**src/rtl/aes_pad_io_ctrl.sv**
```systemverilog
// -----------------------------------------------------------------------------
// aes_pad_io_ctrl
//
// Core-side controller sitting between the AES core and the pad ring.
//   Inbound : host writes key/plaintext bytes on the data pads (pad_y) under
//             asynchronous strobes (io_wr, io_sel). Bytes shift into key_o or
//             din_o from the LSB side, so the first byte of a block ends up MSB.
//   Core    : after NBYTES data bytes a one-cycle start pulse is issued; the
//             core answers with core_done/core_dout.
//   Outbound: result bytes are returned MSB first on pad_a under host read
//             strobes (io_rd). pad_oen is only released after a turnaround gap
//             of TURN_CYC cycles of synchronised io_rd high.
//
// Optional feature macro: IO_PARITY_EN
//   Undefined: 8-bit pad bus, no parity logic.
//   Defined  : 9-bit pad bus, bit 8 is odd parity over bits 7:0. Inbound bytes
//              with bad parity are dropped and set err; pad_a[8] carries the
//              odd parity of pad_a[7:0].
//
// Ports
//   clk        in   core clock
//   rst_n      in   asynchronous active-low reset
//   pad_y      in   byte from data pads (+parity bit with IO_PARITY_EN)
//   pad_a      out  byte to data pads (+parity bit with IO_PARITY_EN)
//   pad_oen    out  data pad output enable, 1 = tri-stated
//   io_wr      in   host write strobe, asynchronous
//   io_rd      in   host read strobe, asynchronous
//   io_sel     in   1 = key byte, 0 = data byte, asynchronous
//   rdy_a      out  result-ready flag
//   err        out  sticky protocol/parity error, cleared by reset only
//   key_o      out  assembled key
//   din_o      out  assembled plaintext
//   start      out  one-cycle core start pulse
//   core_done  in   one-cycle core completion pulse
//   core_dout  in   core result, valid with core_done
// -----------------------------------------------------------------------------
module aes_pad_io_ctrl #(
  parameter int unsigned NBYTES      = 16,
  parameter int unsigned SYNC_STAGES = 2,
  parameter int unsigned TURN_CYC    = 2
) (
  input  logic                  clk,
  input  logic                  rst_n,
`ifdef IO_PARITY_EN
  input  logic [8:0]            pad_y,
  output logic [8:0]            pad_a,
`else
  input  logic [7:0]            pad_y,
  output logic [7:0]            pad_a,
`endif
  output logic                  pad_oen,
  input  logic                  io_wr,
  input  logic                  io_rd,
  input  logic                  io_sel,
  output logic                  rdy_a,
  output logic                  err,
  output logic [8*NBYTES-1:0]   key_o,
  output logic [8*NBYTES-1:0]   din_o,
  output logic                  start,
  input  logic                  core_done,
  input  logic [8*NBYTES-1:0]   core_dout
);

  localparam int unsigned BlkW  = 8 * NBYTES;
  localparam int unsigned CntW  = (NBYTES > 1) ? $clog2(NBYTES) : 1;
  localparam int unsigned TurnW = $clog2(TURN_CYC + 1);

  typedef enum logic [2:0] {
    StIdle,
    StStart,
    StBusy,
    StTurn,
    StDrive
  } state_e;

  state_e r_state, w_state_nxt;

  // Strobe synchronisers; the last stage is the synchronised strobe.
  logic [SYNC_STAGES-1:0] r_wr_sync, r_rd_sync, r_sel_sync;
  logic                   r_wr_prev, r_rd_prev;
  logic                   w_wr_s, w_rd_s, w_sel_s;
  logic                   w_wr_rise, w_rd_fall;

  logic [BlkW-1:0]  r_key, r_din, r_result;
  logic [CntW-1:0]  r_key_cnt, r_din_cnt, r_rd_idx;
  logic [TurnW-1:0] r_turn_cnt;
  logic             r_rdy, r_err;

  logic       w_oen;
  logic       w_par_ok;
  logic [7:0] w_byte, w_rd_byte;
  logic       w_in_idle, w_accept, w_key_wr, w_din_wr, w_din_last;
  logic       w_wr_err, w_done, w_turn_hit, w_drv_fall, w_last_rd;

  always_ff @(posedge clk or negedge rst_n) begin
    if (!rst_n) begin
      r_wr_sync  <= '0;
      r_rd_sync  <= '0;
      r_sel_sync <= '0;
      r_wr_prev  <= 1'b0;
      r_rd_prev  <= 1'b0;
    end else begin
      r_wr_sync  <= {r_wr_sync[SYNC_STAGES-2:0], io_wr};
      r_rd_sync  <= {r_rd_sync[SYNC_STAGES-2:0], io_rd};
      r_sel_sync <= {r_sel_sync[SYNC_STAGES-2:0], io_sel};
      r_wr_prev  <= w_wr_s;
      r_rd_prev  <= w_rd_s;
    end
  end

  assign w_wr_s    = r_wr_sync[SYNC_STAGES-1];
  assign w_rd_s    = r_rd_sync[SYNC_STAGES-1];
  assign w_sel_s   = r_sel_sync[SYNC_STAGES-1];
  assign w_wr_rise = w_wr_s & ~r_wr_prev;
  assign w_rd_fall = ~w_rd_s & r_rd_prev;

  // Bus is only driven in DRIVE; the read-strobe fall releases it in the same
  // cycle, before the state register leaves DRIVE. Reset forces IDLE, so the
  // pads tri-state asynchronously with rst_n.
  assign w_oen   = (r_state != StDrive) | w_rd_fall;
  assign pad_oen = w_oen;

  assign w_byte = pad_y[7:0];

`ifdef IO_PARITY_EN
  assign w_par_ok = ^pad_y;
  assign pad_a    = {~^w_rd_byte, w_rd_byte};
`else
  assign w_par_ok = 1'b1;
  assign pad_a    = w_rd_byte;
`endif

  // Inbound writes are only taken in IDLE; anything else is dropped.
  assign w_in_idle  = (r_state == StIdle);
  assign w_accept   = w_in_idle & w_wr_rise & w_par_ok;
  assign w_key_wr   = w_accept & w_sel_s;
  assign w_din_wr   = w_accept & ~w_sel_s;
  assign w_din_last = w_din_wr & (r_din_cnt == CntW'(NBYTES - 1));

  assign w_wr_err = w_wr_rise & ((r_state == StBusy) | ~w_oen | (w_in_idle & ~w_par_ok));

  assign w_done     = (r_state == StBusy) & core_done;
  assign w_turn_hit = (r_state == StTurn) & w_rd_s & (r_turn_cnt == TurnW'(TURN_CYC - 1));
  assign w_drv_fall = (r_state == StDrive) & w_rd_fall;
  assign w_last_rd  = w_drv_fall & (r_rd_idx == CntW'(NBYTES - 1));

  // Result byte selected by read index, MSB byte first.
  always_comb begin
    w_rd_byte = '0;
    for (int i = 0; i < int'(NBYTES); i++) begin
      if (r_rd_idx == CntW'(i)) begin
        w_rd_byte = r_result[BlkW-1-8*i -: 8];
      end
    end
  end

  always_comb begin
    w_state_nxt = r_state;
    case (r_state)
      StIdle:  if (w_din_last) w_state_nxt = StStart;
      StStart: w_state_nxt = StBusy;
      StBusy:  if (core_done) w_state_nxt = StTurn;
      StTurn:  if (w_turn_hit) w_state_nxt = StDrive;
      StDrive: begin
        if (w_rd_fall) w_state_nxt = w_last_rd ? StIdle : StTurn;
      end
      default: w_state_nxt = StIdle;
    endcase
  end

  always_ff @(posedge clk or negedge rst_n) begin
    if (!rst_n) begin
      r_state <= StIdle;
    end else begin
      r_state <= w_state_nxt;
    end
  end

  always_ff @(posedge clk or negedge rst_n) begin
    if (!rst_n) begin
      r_key      <= '0;
      r_din      <= '0;
      r_key_cnt  <= '0;
      r_din_cnt  <= '0;
      r_result   <= '0;
      r_rd_idx   <= '0;
      r_turn_cnt <= '0;
      r_rdy      <= 1'b0;
      r_err      <= 1'b0;
    end else begin
      if (w_key_wr) begin
        r_key     <= {r_key[BlkW-9:0], w_byte};
        r_key_cnt <= (r_key_cnt == CntW'(NBYTES - 1)) ? '0 : r_key_cnt + 1'b1;
      end
      if (w_din_wr) begin
        r_din     <= {r_din[BlkW-9:0], w_byte};
        r_din_cnt <= w_din_last ? '0 : r_din_cnt + 1'b1;
      end

      if (w_done) begin
        r_result <= core_dout;
      end

      if (w_done) begin
        r_rdy <= 1'b1;
      end else if (w_last_rd) begin
        r_rdy <= 1'b0;
      end

      if (w_drv_fall) begin
        r_rd_idx <= w_last_rd ? '0 : r_rd_idx + 1'b1;
      end

      // Turnaround counter only advances while the synced read strobe is held.
      if ((r_state == StTurn) && w_rd_s && !w_turn_hit) begin
        r_turn_cnt <= r_turn_cnt + 1'b1;
      end else begin
        r_turn_cnt <= '0;
      end

      if (w_wr_err) begin
        r_err <= 1'b1;
      end
    end
  end

  assign key_o = r_key;
  assign din_o = r_din;
  assign rdy_a = r_rdy;
  assign err   = r_err;
  assign start = (r_state == StStart);

endmodule

```
**config.mk**
```make
export PLATFORM = sky130hd
export DESIGN_NAME = aes_pad_io_ctrl
export DESIGN_NICKNAME = d
export VERILOG_FILES = /design/src/rtl/aes_pad_io_ctrl.sv
export SDC_FILE = /design/constraint.sdc
export NUM_CORES = 1
export LEC_CHECK = 0
export ABC_AREA = 1
export CAP_MARGIN = 20
export CORE_ASPECT_RATIO = 0.6
export CORE_MARGIN = 4
export CORE_UTILIZATION = 54
export CTS_CLUSTER_SIZE = 28
export DETAILED_ROUTE_END_ITERATION = 7
export DONT_BUFFER_PORTS = 1
export GPL_TIMING_DRIVEN = 0
export PLACE_DENSITY = 0.67
export SYNTH_ARGS = -nofsm -noshare
export SYNTH_HDL_FRONTEND = slang
export SYNTH_SLANG_ARGS = --single-unit
```
**constraint.sdc**
```tcl
create_clock -name clk -period 5.15 [get_ports clk]
set_clock_uncertainty 0.05 [all_clocks]
set_input_delay 0 -clock clk [delete_from_list [all_inputs] [get_ports clk]]
set_output_delay 0 -clock clk [all_outputs]
set_load 0.02 [all_outputs]
```
Word level (Yosys, flattened, before mapping)
Cells that the tools add are included.

word-level totals
  flip-flop bits (word level) = 407
  bits in latches = 0
  bits in writable memories = 0
  ROM bits = 0
  output and inout bits = 268
  word-level logic and storage cells = 95
  memories kept = 0

operators by class
  $add $sub $neg = 3
  $mul = 0
  div/mod/pow operators = 0
  magnitude comparators = 0
  eq/ne operators = 26
  shift operators = 0
  mux-type cells = 27
  bitwise logic cells = 18
  reduce and logical (&&, ||, !) cells = 7

operators by type and width
  cell                 number
  $mux 8               16
  $eq 4x4->1 const B   9
  $eq 4x3->1 const B   4
  $pmux 3 s5           1
  $and 1x1->1          12
  $mux 3               4
  $add 4x1->4 const B  2
  $eq 4x2->1 const B   2
  $mux 4               2
  $eq 3x2->1 const B   2
  $ne 2x2->1 const B   3
  $eq 4x1->1 const B   1
  $logic_not 4->1      1
  $mux 2               2
  $not 1->1            4
  $reduce_and 4->1     1
  $eq 3x1->1 const B   1
  $eq 3x3->1 const B   1
  $logic_not 3->1      1
  $ne 3x3->1 const B   1
  $add 2x1->2 const B  1
  $eq 2x1->1 const B   1
  $logic_and 1x1->1    2
  $mux 1               2
  other kinds (4)      5

Logic depth before layout (Yosys ltp)
Gate-level depths: netlist of the first run.

  depth in word-level cells = 17
  depth in mapped cells = 20
  depth with buffers taken out = 20

Least setup slack after synthesis of the first run
OpenSTA, ideal clock, no wires.

  path kind = register to output
  from = register r_rd_idx[1]
  to = output port pad_a[2]
  arrival = 2.048 ns
  data required time = 5.100 ns
  slack = 3.052 ns
  stages on the path, launching flop included = 19
  buffers on the path = 0
  cells stage by stage = dfrtp_1 > inv_1 > ha_1 > inv_2 > nor2_2 > nand2_1 > nand3_1 > nand3_1 > nand3_1 > nand2_1 > nand2_1 > nand2_1 > nand3_1 > nand3_1 > nand2_1 > nand2_1 > nand3_1 > nand2_1 > a21oi_1

on the way
  longest elaborated chain between the ends = 17
  elaborated cells on any way between the ends = 32
  those cells by class = eq/ne (15); mux (16); reduce/logical (1)

RTL lines
  what                    line  RTL
  from (decl)             85    logic [CntW-1:0] r_key_cnt, r_din_cnt, r_rd_idx;
  from (signal assigned)  211   r_rd_idx <= w_last_rd ? '0 : r_rd_idx + 1'b1;
  $logic_not 4->1         151   if (r_rd_idx == CntW'(i)) begin
  $mux 8 (15 in a row)    151
  $mux 8 *                151
  to (decl)               49    output logic [7:0] pad_a,

Every way passes the cells marked *; elsewhere a longest branch is shown, timed or not.

Worst setup path in the final report of the first run
  from = register r_rd_idx[1]
  to = output port pad_a[4]

The elaborated chain is that of the path after synthesis.

==> impl_summary.log, run 1 <==
[metrics] total nets after synthesis: 1714
[metrics] Layout Nets: 1897
[metrics] Vias/cell: 5.38
[metrics] number of synthesis warnings: 0
[metrics] post-layout minimum cycle time: 3530 ps
[metrics] number of cells on the critical path: 18
[metrics] prevailing post-synth register cell: sky130_fd_sc_hd__dfrtp_1
[metrics] category of the worst setup path launch point: register
[metrics] placed cells: 1974
[metrics] leakage dissipation: 9.95 nW
[metrics] r2r worst-path depth: 10
[metrics] count of flip-flops with a built-in enable after synthesis: 0
[metrics] number of buffers on the longest clock path: 3
[metrics] proportion of layout cells with a drive suffix above 1: 0.194
[metrics] worst supply voltage drop on vdd: 0.453 mV
[metrics] overflow left after global routing: 0
[metrics] Global Route met3 Usage: 0.0926
[metrics] count of input and output buffers: 0
[metrics] fill count: 2285
[metrics] most common cell type on the critical path: sky130_fd_sc_hd__nand2_1
[metrics] Post-CTS Hold Buffers: 143
[metrics] GPL Wtd Cong: 0.839
[metrics] worst-skew pair later-pin latency: 530 ps
[metrics] Slew HR: 0.102
[metrics] placed wire-length estimate: 31.1 mm
[metrics] die boundary height: 144 um
[metrics] crit path buf inv count: 2
[metrics] worst-path cell chain: inv_1 > ha_1 > inv_2 > nor2_2 > nand2_1 > nand3_1 > nand3_1 > nand3_1 > nand2_1 > nand2_1 > nand2_1 > nand3_1 > nand3_1 > nand2_1 > nand2_1 > nand3_1 > nand2_1 > a21oi_1
[metrics] relative area change from synthesis to final layout: 19.0%
[metrics] Final period util: 0.686
[metrics] outcome: finished, violations left
[metrics] H-tree levels: 2
[metrics] die area: 0.0339 mm^2
[metrics] synthesized netlist cell count: 1566
[metrics] sum of negative setup slack: 0 ps
[metrics] Overall Global Routing Usage: 0.255
[metrics] slew at the pin closest to its max-slew limit: 1350 ps
[metrics] setup slack of the critical path after layout: 1620 ps
[metrics] buffer type at the clock tree root: sky130_fd_sc_hd__clkbuf_16
[metrics] number of max-slew violations in the final report: 0
[metrics] effective utilization at floorplan: 0.553
[metrics] unique cell type count in the Yosys netlist: 36
[metrics] Achievable Freq: 283 MHz
[metrics] area of the placeable core: 0.0302 mm^2
[metrics] filler-free cell count of the finished design: 2190
[metrics] num ports: 410
[metrics] DRT Pass-1 Iters: 5
[metrics] flip-flop and latch area: 0.0102 mm^2
[metrics] routed len/inst: 20.3 um
[metrics] category of the worst setup path capture point: primary output
[metrics] fraction of met2 tracks used by global routing: 0.406
[metrics] number of clock sinks seen by CTS: 407
[metrics] count of instances resized after the clock tree is built: 0
[metrics] number of buffers created by CTS: 38
[metrics] pin count of the biggest net entering global routing: 408
[metrics] Max Cap Violations: 0
[metrics] most common library cells after synthesis: 556 x sky130_fd_sc_hd__nand2_1, 407 x sky130_fd_sc_hd__dfrtp_1, 222 x sky130_fd_sc_hd__mux2_2
[metrics] die outline width: 235 um
[metrics] largest stage delay on the critical path: 520 ps
[metrics] DRC Markers: 0
[metrics] post-CTS setup buffer count: 0
[metrics] DRT antenna net count: 0
[metrics] largest driver fanout on the critical path: 7
[metrics] gate family responsible for the most delay along the worst path: simple AND/OR/NAND/NOR gates
[metrics] area fraction of the dominant cell type after synthesis: 0.610
[metrics] met1 Usage GRT: 0.342
[metrics] CTS tree: done
[metrics] total via count after detailed routing: 11788
[metrics] netlist area before placement: 0.0167 mm^2
[metrics] violated checks: hold timing
[metrics] required time of the worst setup path: 5100 ps
[metrics] endpoints failing setup: 0
[metrics] data arrival time of the critical path: 3480 ps
[metrics] Detailed Route Iter0 Violations: 763
[metrics] standard-cell row count: 49
[metrics] cell types with the largest area share after synthesis: sky130_fd_sc_hd__dfrtp_1 61%, sky130_fd_sc_hd__mux2_2 15%, sky130_fd_sc_hd__nand2_1 12%, sky130_fd_sc_hd__nor2_1 1.5%, sky130_fd_sc_hd__inv_1 1.4%
[metrics] number of antenna violations at the first check in global routing: 3
[metrics] most frequent cell after synthesis: sky130_fd_sc_hd__nand2_1
[metrics] minimum setup slack after placement: 2260 ps
[metrics] global routing's busiest layer: met2
[metrics] worst hold margin: -896 ps
[metrics] worst-path cell with the longest stage delay: sky130_fd_sc_hd__a21oi_1
[metrics] synthesized flop and latch total: 407
[metrics] unrepaired setup endpoints after global routing: false
[metrics] total wire length: 44.4 mm
[metrics] proportion of synthesized chip area in sequential cells: 0.610
[metrics] kind of path behind the tightest hold check: in -> async
[metrics] most area-hungry cell type in the Yosys netlist: sky130_fd_sc_hd__dfrtp_1
[metrics] vias in the first global route: 12005
[metrics] Mapped Avg Cell Area: 10.7 um^2
[metrics] share of synthesized flip-flops with an asynchronous set or reset: 1.00
[metrics] wire length of the first global-routing pass: 68.4 mm
[metrics] clock-pin slew on the worst setup and hold paths: 60 ps
[metrics] Final Hold Fails: 407
[metrics] total area of multi-input combinational cells: 0.00595 mm^2
[metrics] type of the setup path with the least slack: reg -> out
[metrics] ratio of total power to cell area: 525 mW/mm^2
-- cell usage in the layout (no fill, tap or decap), drive strengths merged, types with 6 or more instances in the layout --
master | netlist | layout
nand3 | 46 | 46
dlygate4sd3 | 0 | 143
o21ai | 41 | 41
dfrtp | 407 | 407
ha | 6 | 6
nand2 | 560 | 560
a21oi | 23 | 23
inv | 71 | 73
nor2 | 77 | 77
buf | 34 | 34
or2 | 19 | 19
mux2 | 230 | 230
clkbuf | 33 | 94
-- sequential cells by signal, summed over array words and instances, names as in the netlist --
register,cells
r_turn_cnt,2
rdy_a,1
r_rd_prev,1
din_o,128
r_din_cnt,4
err,1
r_sel_sync,2
r_wr_sync,2
r_state,3
r_wr_prev,1
key_o,128
r_rd_idx,4
r_result,128
r_rd_sync,2
-- kinds of logic (layout without fill, tap and decap cells) --
kind of cell / count (synthesis) / after routing / synth area share
compound gates: 67 / 67 / 0.0208
xor+xnor: 2 / 2 / 0.00105
fa+ha+maj: 6 / 6 / 0.00449
buf+inv: 138 / 349 / 0.0344
flops: 407 / 407 / 0.610
mux: 230 / 230 / 0.155
other cells: 0 / 5 / 0
simple gates: 716 / 716 / 0.175
-- worst register-to-register path, delay by kind of cell (launching register included) --
kind                   cells  cell delay [ps]
DFF                        1              410
buffers and inverters      5              890
and+or+nand+nor            5              920
-- metal layers --
metal  share of wire  vias to the layer above  routed length, um
li1                -                     5422                  -
met1            0.41                     5849              18400
met2            0.47                      443              20900
met3           0.094                       74               4190
met4           0.021                        0                951
met5               0                        -                  0
-- metrics by stage --
step	power [mW]	hold slack, ps	area, um^2	util
detailed placement	7.59	-338	17200	0.570
global route	11.0	-928	19900	0.657
floorplan	6.84	-346	16700	-
finish	10.4	-896	19900	0.658
global placement	7.46	-337	17200	0.570
CTS	10.5	-917	19900	0.657
-- layout make-up --
type / count / share of cell area
clock inverter: 7 / 0.00409
inverter: 71 / 0.0134
clock buffer: 61 / 0.0572
antenna: 5 / 0.000629
buffer: 67 / 0.0155
timing repair buffer: 143 / 0.0720
sequential: 407 / 0.512
tap: 408 / 0.0257
multi-input combinational: 1021 / 0.299
-- path summary, 6_finish.rpt --
| path | from | to | slack [ps] |
|---|---|---|---|
| max reg2reg | r_state[1] | din_o[112] | 2770 |
| min reg2reg | r_wr_sync[0] | r_wr_sync[1] | 300 |
| max in group asynchronous | rst_n | r_result[66] | 4840 |
| min | rst_n | key_o[113] | -900 |
| min in group clk | core_dout[91] | r_result[91] | 100 |
| max | r_rd_idx[1] | pad_a[4] | 1620 |
-- report_power, final --
part | internal, mW | switching [mW]
Sequential | 4.21 | 1.48
Clock | 1.57 | 1.19
Combinational | 1.01 | 0.988
Power figures use the tool's default switching activity.
==> inputs of run 2 (changes only) <==
--- a/config.mk
+++ b/config.mk
@@ -5,7 +5,7 @@
 export SDC_FILE = /design/constraint.sdc
 export NUM_CORES = 1
 export LEC_CHECK = 0
-export ABC_AREA = 1
+export ABC_AREA = 0
 export CAP_MARGIN = 20
 export CORE_ASPECT_RATIO = 0.6
 export CORE_MARGIN = 4
@@ -14,7 +14,7 @@
 export DETAILED_ROUTE_END_ITERATION = 7
 export DONT_BUFFER_PORTS = 1
 export GPL_TIMING_DRIVEN = 0
-export PLACE_DENSITY = 0.67
+export PLACE_DENSITY = 0.7
 export SYNTH_ARGS = -nofsm -noshare
 export SYNTH_HDL_FRONTEND = slang
 export SYNTH_SLANG_ARGS = --single-unit
==> constraint.sdc (replaced) <==
create_clock -name clk -period 2.9 [get_ports clk]
set_clock_uncertainty 0.05 [all_clocks]
set_input_delay 0 -clock clk [delete_from_list [all_inputs] [get_ports clk]]
set_output_delay 0 -clock clk [all_outputs]
set_load 0.02 [all_outputs]
==> impl_summary.log, run 2 <==
[metrics] Final period util: 1.02
[metrics] multiplexer share of the synthesized area: 0.264 (+0.109)
[metrics] worst hold margin: -874 ps (+21.5 ps)
[metrics] reg-to-reg critical path startpoint: r_state[0]
[metrics] cell types with the largest area share after synthesis: sky130_fd_sc_hd__dfrtp_1 62%, sky130_fd_sc_hd__mux2_2 26%, sky130_fd_sc_hd__buf_2 1.1%, sky130_fd_sc_hd__nand2_1 0.73%, sky130_fd_sc_hd__a21oi_1 0.52%
[metrics] most frequent cells in the layout: 406 x sky130_fd_sc_hd__dfrtp_1, 382 x sky130_fd_sc_hd__mux2_2, 142 x sky130_fd_sc_hd__dlygate4sd3_1, 41 x sky130_fd_sc_hd__buf_2, 39 x sky130_fd_sc_hd__clkbuf_16
[metrics] overflow left after global routing: 0 (unchanged)
[metrics] ratio of total power to cell area: 852 mW/mm^2 (+62%)
[metrics] cell area after placement: 0.0170 mm^2 (-1.4%)
[metrics] total wire length: 44.7 mm (+0.76%)
[metrics] wire length of the first global-routing pass: 66.5 mm (-2.8%)
[metrics] number of max-slew violations in the final report: 50 (+50)
[metrics] unique cell type count in the Yosys netlist: 55 (+53%)
[metrics] area of the placeable core: 0.0300 mm^2 (-0.81%)
[metrics] count of flip-flops with a built-in enable after synthesis: 0 (unchanged)
[metrics] worst supply voltage drop on vdd: 0.801 mV (+77%)
[metrics] relative area change from synthesis to final layout: 20.8%
[metrics] total via count after detailed routing: 10297 (-13%)
[metrics] largest driver fanout on the critical path: 10 (+3)
[metrics] H-tree levels: 2 (unchanged)
[metrics] Slew HR: -0.0208 (-0.123)
[metrics] standard-cell row count: 49 (unchanged)
[metrics] most common library cells after synthesis: 407 x sky130_fd_sc_hd__dfrtp_1, 382 x sky130_fd_sc_hd__mux2_2, 37 x sky130_fd_sc_hd__buf_2
[metrics] part of the power in registers: 0.490 (-0.055)
[metrics] share of synthesized flip-flops with an asynchronous set or reset: 1.00 (unchanged)
[metrics] die boundary height: 143 um (-0.70%)
[metrics] endpoints failing setup: 2 (+2)
[metrics] netlist area before placement: 0.0165 mm^2 (-1.5%)
[metrics] adder-cell share of the synthesized area: 0.00456 (+0.0000673)
[metrics] Max Cap Violations: 0 (unchanged)
[metrics] GPL Wtd Cong: 0.952 (+13%)
[metrics] area fraction of the dominant cell type after synthesis: 0.619 (+0.00913)
[metrics] cell internal power dissipation: 11.8 mW (+74%)
[metrics] total nets after synthesis: 1256 (-27%)
[metrics] total net switching power: 5.12 mW (+40%)
[metrics] data arrival time of the critical path: 2910 ps (-570 ps)
[metrics] violated checks: hold timing, slew limit, setup timing
[metrics] DRT Pass-1 Iters: 5 (unchanged)
[metrics] main combinational cell family by area after synthesis: multiplexers
[metrics] Vias/cell: 5.94 (+10%)
[metrics] post-layout minimum cycle time: 2960 ps
[metrics] leakage dissipation: 9.30 nW (-6.5%)
[metrics] most area-hungry cell type in the Yosys netlist: sky130_fd_sc_hd__dfrtp_1
[metrics] worst-skew pair later-pin latency: 530 ps (about the same)
[metrics] largest stage delay on the critical path: 440 ps (-80 ps)
[metrics] unrepaired setup endpoints after global routing: true
[metrics] type of the setup path with the least slack: reg -> out
[metrics] prevailing post-synth register cell: sky130_fd_sc_hd__dfrtp_1
[metrics] Achievable Freq: 338 MHz
[metrics] CTS tree: done
[metrics] count of input and output buffers: 0 (unchanged)
[metrics] effective utilization at floorplan: 0.549 (-0.00370)
[metrics] Detailed Route Iter0 Violations: 966 (+27%)
[metrics] required time of the worst setup path: 2850 ps (-2250 ps)
[metrics] DRC Markers: 0 (unchanged)
[metrics] synthesized flop and latch total: 407 (unchanged)
[metrics] final standard cell area without fillers: 0.0199 mm^2 (about the same)
[metrics] proportion of synthesized chip area in sequential cells: 0.619 (+0.00913)
[metrics] outcome: finished, violations left
[metrics] routed len/inst: 25.8 um (+27%)
[metrics] Final Hold Fails: 407 (unchanged)
[metrics] Mapped Avg Cell Area: 14.9 um^2 (+39%)
[metrics] slew at the pin closest to its max-slew limit: 1530 ps (+184 ps)
[metrics] filler-free cell count of the finished design: 1733 (-21%)
[metrics] simple-gate share of the synthesized area: 0.0300 (-0.144)
[metrics] proportion of layout cells with a drive suffix above 1: 0.402 (+0.208)
[metrics] number of antenna violations at the first check in global routing: 5 (+2)
[metrics] placed cells: 1516 (-23%)
[metrics] total area of multi-input combinational cells: 0.00603 mm^2 (+1.4%)
[metrics] combinational power share: 0.202 (+0.011)
[metrics] number of synthesis warnings: 0 (unchanged)
[metrics] complex-gate fraction of the synthesized area: 0.0588 (+0.0379)
[metrics] switching fraction of total power: 0.302 (-0.0482)
[metrics] worst-path cell chain: inv_1 > ha_2 > nor2b_1 > clkbuf_4 > buf_6 > a22oi_1 > a21oi_2 > o21ai_0 > a32oi_2
[metrics] worst reg2reg endpoint: r_result[103]
[metrics] kind of path behind the tightest hold check: in -> async
[metrics] num ports: 410 (unchanged)
[metrics] Layout Nets: 1439 (-24%)
[metrics] Overall Global Routing Usage: 0.260 (+0.00464)
[metrics] worst-path cell with the longest stage delay: sky130_fd_sc_hd__dfrtp_2
[metrics] flip-flop and latch area: 0.0102 mm^2 (about the same)
[metrics] setup slack of the critical path after layout: -62.0 ps (-1680 ps)
[metrics] clock-pin slew on the worst setup and hold paths: 60 ps (about the same)
[metrics] post-layout utilization of the core: 0.663 (+0.00563)
[metrics] buffer type at the clock tree root: sky130_fd_sc_hd__clkbuf_16
[metrics] fill count: 2083 (-8.8%)
[metrics] vias in the first global route: 11028 (-8.1%)
[metrics] number of clock sinks seen by CTS: 407 (unchanged)
[metrics] xor-xnor portion of the synthesized cell area: 0.00160 (+0.000548)
[metrics] most frequent cell after synthesis: sky130_fd_sc_hd__dfrtp_1
[metrics] die area: 0.0334 mm^2 (-1.4%)
[metrics] sum of negative setup slack: -88.4 ps (-88.4 ps)
[metrics] number of buffers created by CTS: 38 (unchanged)
[metrics] synthesized netlist cell count: 1108 (-29%)
[metrics] most common library cell in the layout ignoring fill and taps: sky130_fd_sc_hd__dfrtp_1
[metrics] placed wire-length estimate: 31.2 mm (+0.50%)
[metrics] clock share of power: 0.308 (+0.044)
[metrics] setup slack, reg-to-reg: 460 ps (-2310 ps)
[metrics] category of the worst setup path capture point: primary output
[metrics] pin count of the biggest net entering global routing: 408 (unchanged)
[metrics] r2r worst-path depth: 7 (-3)
[metrics] die outline width: 233 um (-0.72%)
[metrics] category of the worst setup path launch point: register
[metrics] number of buffers on the longest clock path: 3 (unchanged)
[metrics] DRT antenna net count: 0 (unchanged)
-- run 2: changes by cell type in the layout (fill, tap and decap cells not counted), sizes merged, moves of 19 or more --
cell,before,now
nand2,560,32
mux2,230,382
inv,73,11
nor2,77,19
nand3,46,11
o21ai,41,16
clkbuf,94,71
buf,34,54
or2,19,0
-- run 2: critical path: cells and delay by family (launching register included) --
family	cells	cell delay [ps]
AO/OA/AOI/OAI	4	920
adder cells (fa/ha/maj)	1	260
buffers and inverters	3	590
flip-flops	1	440
AND/OR/NAND/NOR	1	170
-- run 2: cell type report --
class / count / share of cell area
clock inverter: 14 / 0.00912
multi-input combinational: 622 / 0.303
tap: 408 / 0.0257
antenna: 5 / 0.000629
buffer: 67 / 0.0180
clock buffer: 55 / 0.0566
sequential: 407 / 0.512
timing repair buffer: 145 / 0.0726
inverter: 10 / 0.00189
-- run 2: power groups by stage --
stage	registers (mW)	logic (mW)	clock network (mW)
2_1_floorplan	7.85	2.44	0
3_3_place_gp	8.29	2.96	0
3_5_place_dp	8.33	3.06	0
4_1_cts	8.25	3.32	5.33
5_1_grt	8.41	3.65	5.56
6_report	8.30	3.42	5.23
-- run 2: per-stage QoR --
stage	power, mW	hold slack, ps	setup WS (ps)
after global routing	17.6	-900	-150
final	17.0	-874	-62.0
after global placement	11.2	-338	-181
after floorplan	10.3	-346	750
after detailed placement	11.4	-339	-161
after CTS	16.9	-904	-27.4
-- run 2: worst max-delay path by stage --
stage,startpoint,endpoint,slack (ps),depth (start not counted)
2_1_floorplan,r_rd_idx[0],pad_a[0],750,9
3_3_place_gp,r_rd_idx[1],pad_a[4],-180,10
3_5_place_dp,r_rd_idx[1],pad_a[4],-160,10
4_1_cts,r_rd_idx[1],pad_a[4],-30,9
5_1_grt,r_rd_idx[0],pad_a[4],-150,9
6_report,r_rd_idx[0],pad_a[4],-60,9
-- run 2: logic make-up (layout without fill, tap and decap cells) --
| group | count (synthesis) | after routing |
|---|---|---|
| mux | 386 | 386 |
| buf+inv | 79 | 291 |
| simple gates | 98 | 98 |
| flops | 407 | 407 |
| fa+ha+maj | 6 | 6 |
| xor+xnor | 3 | 3 |
| other cells | 0 | 5 |
| compound gates | 129 | 129 |
-- run 2: what timing repair did --
| action | 4_1_cts | 5_1_grt |
|---|---|---|
| hold buffers | 141 | 1 |
| endpoints found under the setup margin | 8 | 8 |
| resized for setup | 30 | 24 |
| setup buffers | 0 | 3 |
| hold endpoints to repair | 556 | 408 |
| pin swaps | 1 | 5 |
-- run 2: metal layers --
layer  GRT usage  up-vias  part of all wire
met5           0        -                 0
met4      0.0790        0             0.024
met3       0.103       82              0.11
met2       0.396      450              0.46
met1       0.349     5356              0.41
li1            -     4409                 -
==> inputs of run 3 (changes only) <==
--- a/config.mk
+++ b/config.mk
@@ -7,7 +7,7 @@
 export LEC_CHECK = 0
 export ABC_AREA = 0
 export CAP_MARGIN = 20
-export CORE_ASPECT_RATIO = 0.6
+export CORE_ASPECT_RATIO = 0.75
 export CORE_MARGIN = 4
 export CORE_UTILIZATION = 54
 export CTS_CLUSTER_SIZE = 28
@@ -15,6 +15,7 @@
 export DONT_BUFFER_PORTS = 1
 export GPL_TIMING_DRIVEN = 0
 export PLACE_DENSITY = 0.7
+export SKIP_LAST_GASP = 1
 export SYNTH_ARGS = -nofsm -noshare
 export SYNTH_HDL_FRONTEND = slang
 export SYNTH_SLANG_ARGS = --single-unit
==> impl_summary.log, run 3 (same netlist as run 2, synthesis figures left out) <==
[metrics] outcome: finished, violations left
[metrics] violated checks: hold timing
[metrics] worst supply voltage drop on vdd: 0.579 mV (-28%)
[metrics] fill count: 2107 (+1.2%)
[metrics] endpoints failing setup: 0 (-2)
[metrics] Vias/cell: 5.99 (+0.81%)
[metrics] die boundary height: 159 um (+11%)
[metrics] clock-pin slew on the worst setup and hold paths: 60 ps (about the same)
[metrics] buffer type at the clock tree root: sky130_fd_sc_hd__clkbuf_16
[metrics] ratio of total power to cell area: 852 mW/mm^2 (about the same)
[metrics] final standard cell area without fillers: 0.0199 mm^2 (about the same)
[metrics] cell area after placement: 0.0170 mm^2 (about the same)
[metrics] filler-free cell count of the finished design: 1724 (-0.52%)
[metrics] Post-CTS Hold Buffers: 143 (+1.4%)
[metrics] setup slack of the critical path after layout: 30.1 ps (+92.1 ps)
[metrics] required time of the worst setup path: 2850 ps (about the same)
[metrics] Overall Global Routing Usage: 0.264 (+0.00347)
[metrics] sum of negative setup slack: 0 ps (+88.4 ps)
[metrics] proportion of layout cells with a drive suffix above 1: 0.401 (about the same)
[metrics] standard-cell row count: 55 (+12%)
[metrics] effective utilization at floorplan: 0.547 (-0.00169)
[metrics] worst-skew pair later-pin latency: 540 ps (about the same)
[metrics] DRT antenna net count: 0 (unchanged)
[metrics] placed cells: 1507 (-0.59%)
[metrics] slew at the pin closest to its max-slew limit: 874 ps (-658 ps)
[metrics] routed len/inst: 25.9 um (+0.34%)
[metrics] number of max-slew violations in the final report: 0 (-100%)
[metrics] category of the worst setup path capture point: primary output
[metrics] count of input and output buffers: 0 (unchanged)
[metrics] number of buffers created by CTS: 41 (+7.9%)
[metrics] kind of path behind the tightest hold check: in -> async
[metrics] number of antenna violations at the first check in global routing: 2 (-3)
[metrics] most frequent cells in the layout: 407 x sky130_fd_sc_hd__dfrtp_1, 382 x sky130_fd_sc_hd__mux2_2, 143 x sky130_fd_sc_hd__dlygate4sd3_1, 43 x sky130_fd_sc_hd__clkbuf_16, 40 x sky130_fd_sc_hd__buf_2
[metrics] DRT Pass-1 Iters: 5 (unchanged)
[metrics] post-layout utilization of the core: 0.661 (-0.00179)
[metrics] post-layout total power: 16.9 mW (about the same)
[metrics] unrepaired setup endpoints after global routing: true
[metrics] Slew HR: 0.416 (+0.437)
[metrics] data arrival time of the critical path: 2820 ps (-90 ps)
[metrics] Achievable Freq: 348 MHz (+3.2%)
[metrics] CTS tree: done
[metrics] number of buffers on the longest clock path: 3 (unchanged)
[metrics] largest driver fanout on the critical path: 9 (-1)
[metrics] minimum setup slack after placement: -149 ps (+12.0 ps)
[metrics] worst hold margin: -895 ps (-20.7 ps)
[metrics] die outline width: 210 um (-10%)
[metrics] leakage dissipation: 9.33 nW (+0.27%)
[metrics] type of the setup path with the least slack: reg -> out
[metrics] overflow left after global routing: 0 (unchanged)
[metrics] post-layout minimum cycle time: 2870 ps (-92.1 ps)
[metrics] H-tree levels: 2 (unchanged)
[metrics] pin count of the biggest net entering global routing: 408 (unchanged)
[metrics] relative area change from synthesis to final layout: 20.9% (about the same)
[metrics] die area: 0.0334 mm^2 (-0.19%)
[metrics] GPL Wtd Cong: 0.920 (-3.3%)
[metrics] Final Hold Fails: 407 (unchanged)
[metrics] total wire length: 44.6 mm (-0.19%)
[metrics] category of the worst setup path launch point: register
[metrics] area of the placeable core: 0.0301 mm^2 (+0.31%)
[metrics] total via count after detailed routing: 10326 (+0.28%)
[metrics] Max Cap Violations: 0 (unchanged)
[metrics] Final period util: 0.990 (-0.0318)
[metrics] wire length of the first global-routing pass: 69.6 mm (+4.7%)
[metrics] Layout Nets: 1440 (+0.069%)
[metrics] num ports: 410 (unchanged)
[metrics] number of clock sinks seen by CTS: 407 (unchanged)
[metrics] most common library cell in the layout ignoring fill and taps: sky130_fd_sc_hd__dfrtp_1
[metrics] vias in the first global route: 11057 (+0.26%)
[metrics] DRC Markers: 0 (unchanged)
[metrics] placed wire-length estimate: 30.6 mm (-2.2%)
[metrics] Detailed Route Iter0 Violations: 919 (-4.9%)
-- run 3: cell type report --
type / instances / area (um^2) / share of cell area
repair buffers: 144 / 1440 / 0.0723
clock inverters: 13 / 131 / 0.00660
multi-input cells: 622 / 6000 / 0.302
well taps: 399 / 499 / 0.0251
flip-flops and latches: 407 / 10200 / 0.512
inverters: 10 / 37.5 / 0.00189
clock buffers: 61 / 1240 / 0.0625
diodes: 2 / 5.00 / 0.000252
plain buffers: 66 / 354 / 0.0178
-- run 3: repair_timing --
action | CTS | global route
pin swaps | 3 | 2
endpoints found under the hold margin | 556 | 407
setup endpoints to repair | 8 | 8
setup buffers | 1 | 0
cloned | 0 | 0
resized for setup | 32 | 18
-- run 3: critical path, cell delays in order, from the launching register on --
cell and delay, ps:
sky130_fd_sc_hd__dfrtp_1 410, sky130_fd_sc_hd__inv_1 170, sky130_fd_sc_hd__ha_2 320, sky130_fd_sc_hd__inv_1 190, sky130_fd_sc_hd__nor3_2 480, sky130_fd_sc_hd__a222oi_1 230, sky130_fd_sc_hd__a21oi_1 220, sky130_fd_sc_hd__a21o_1 260
-- run 3: path summary, 6_finish.rpt --
path | endpoint | from | cells past startpoint | slack [ps]
setup / recovery | pad_a[1] | r_rd_idx[0] | 7 | 30
hold / removal | r_result[121] | rst_n | 0 | -890
setup reg to reg | r_result[104] | r_state[0] | 7 | 390
hold reg to reg | r_rd_sync[1] | r_rd_sync[0] | 0 | 300
max in group asynchronous | r_wr_prev | rst_n | 0 | 3120
min in group clk | r_result[58] | core_dout[58] | 2 | 100
-- run 3: layer usage --
layer  share of wire  global-route usage
met4           0.019              0.0599
met5               0                   0
met2            0.49               0.431
met3           0.092              0.0849
met1            0.40               0.348
-- run 3: power by group --
group / internal (mW) / leakage, nW / switching, mW
logic: 1.82 / 3.33 / 1.55
clock network: 3.16 / 0.677 / 2.22
registers: 6.91 / 5.32 / 1.29
total: 11.9 / 9.33 / 5.06
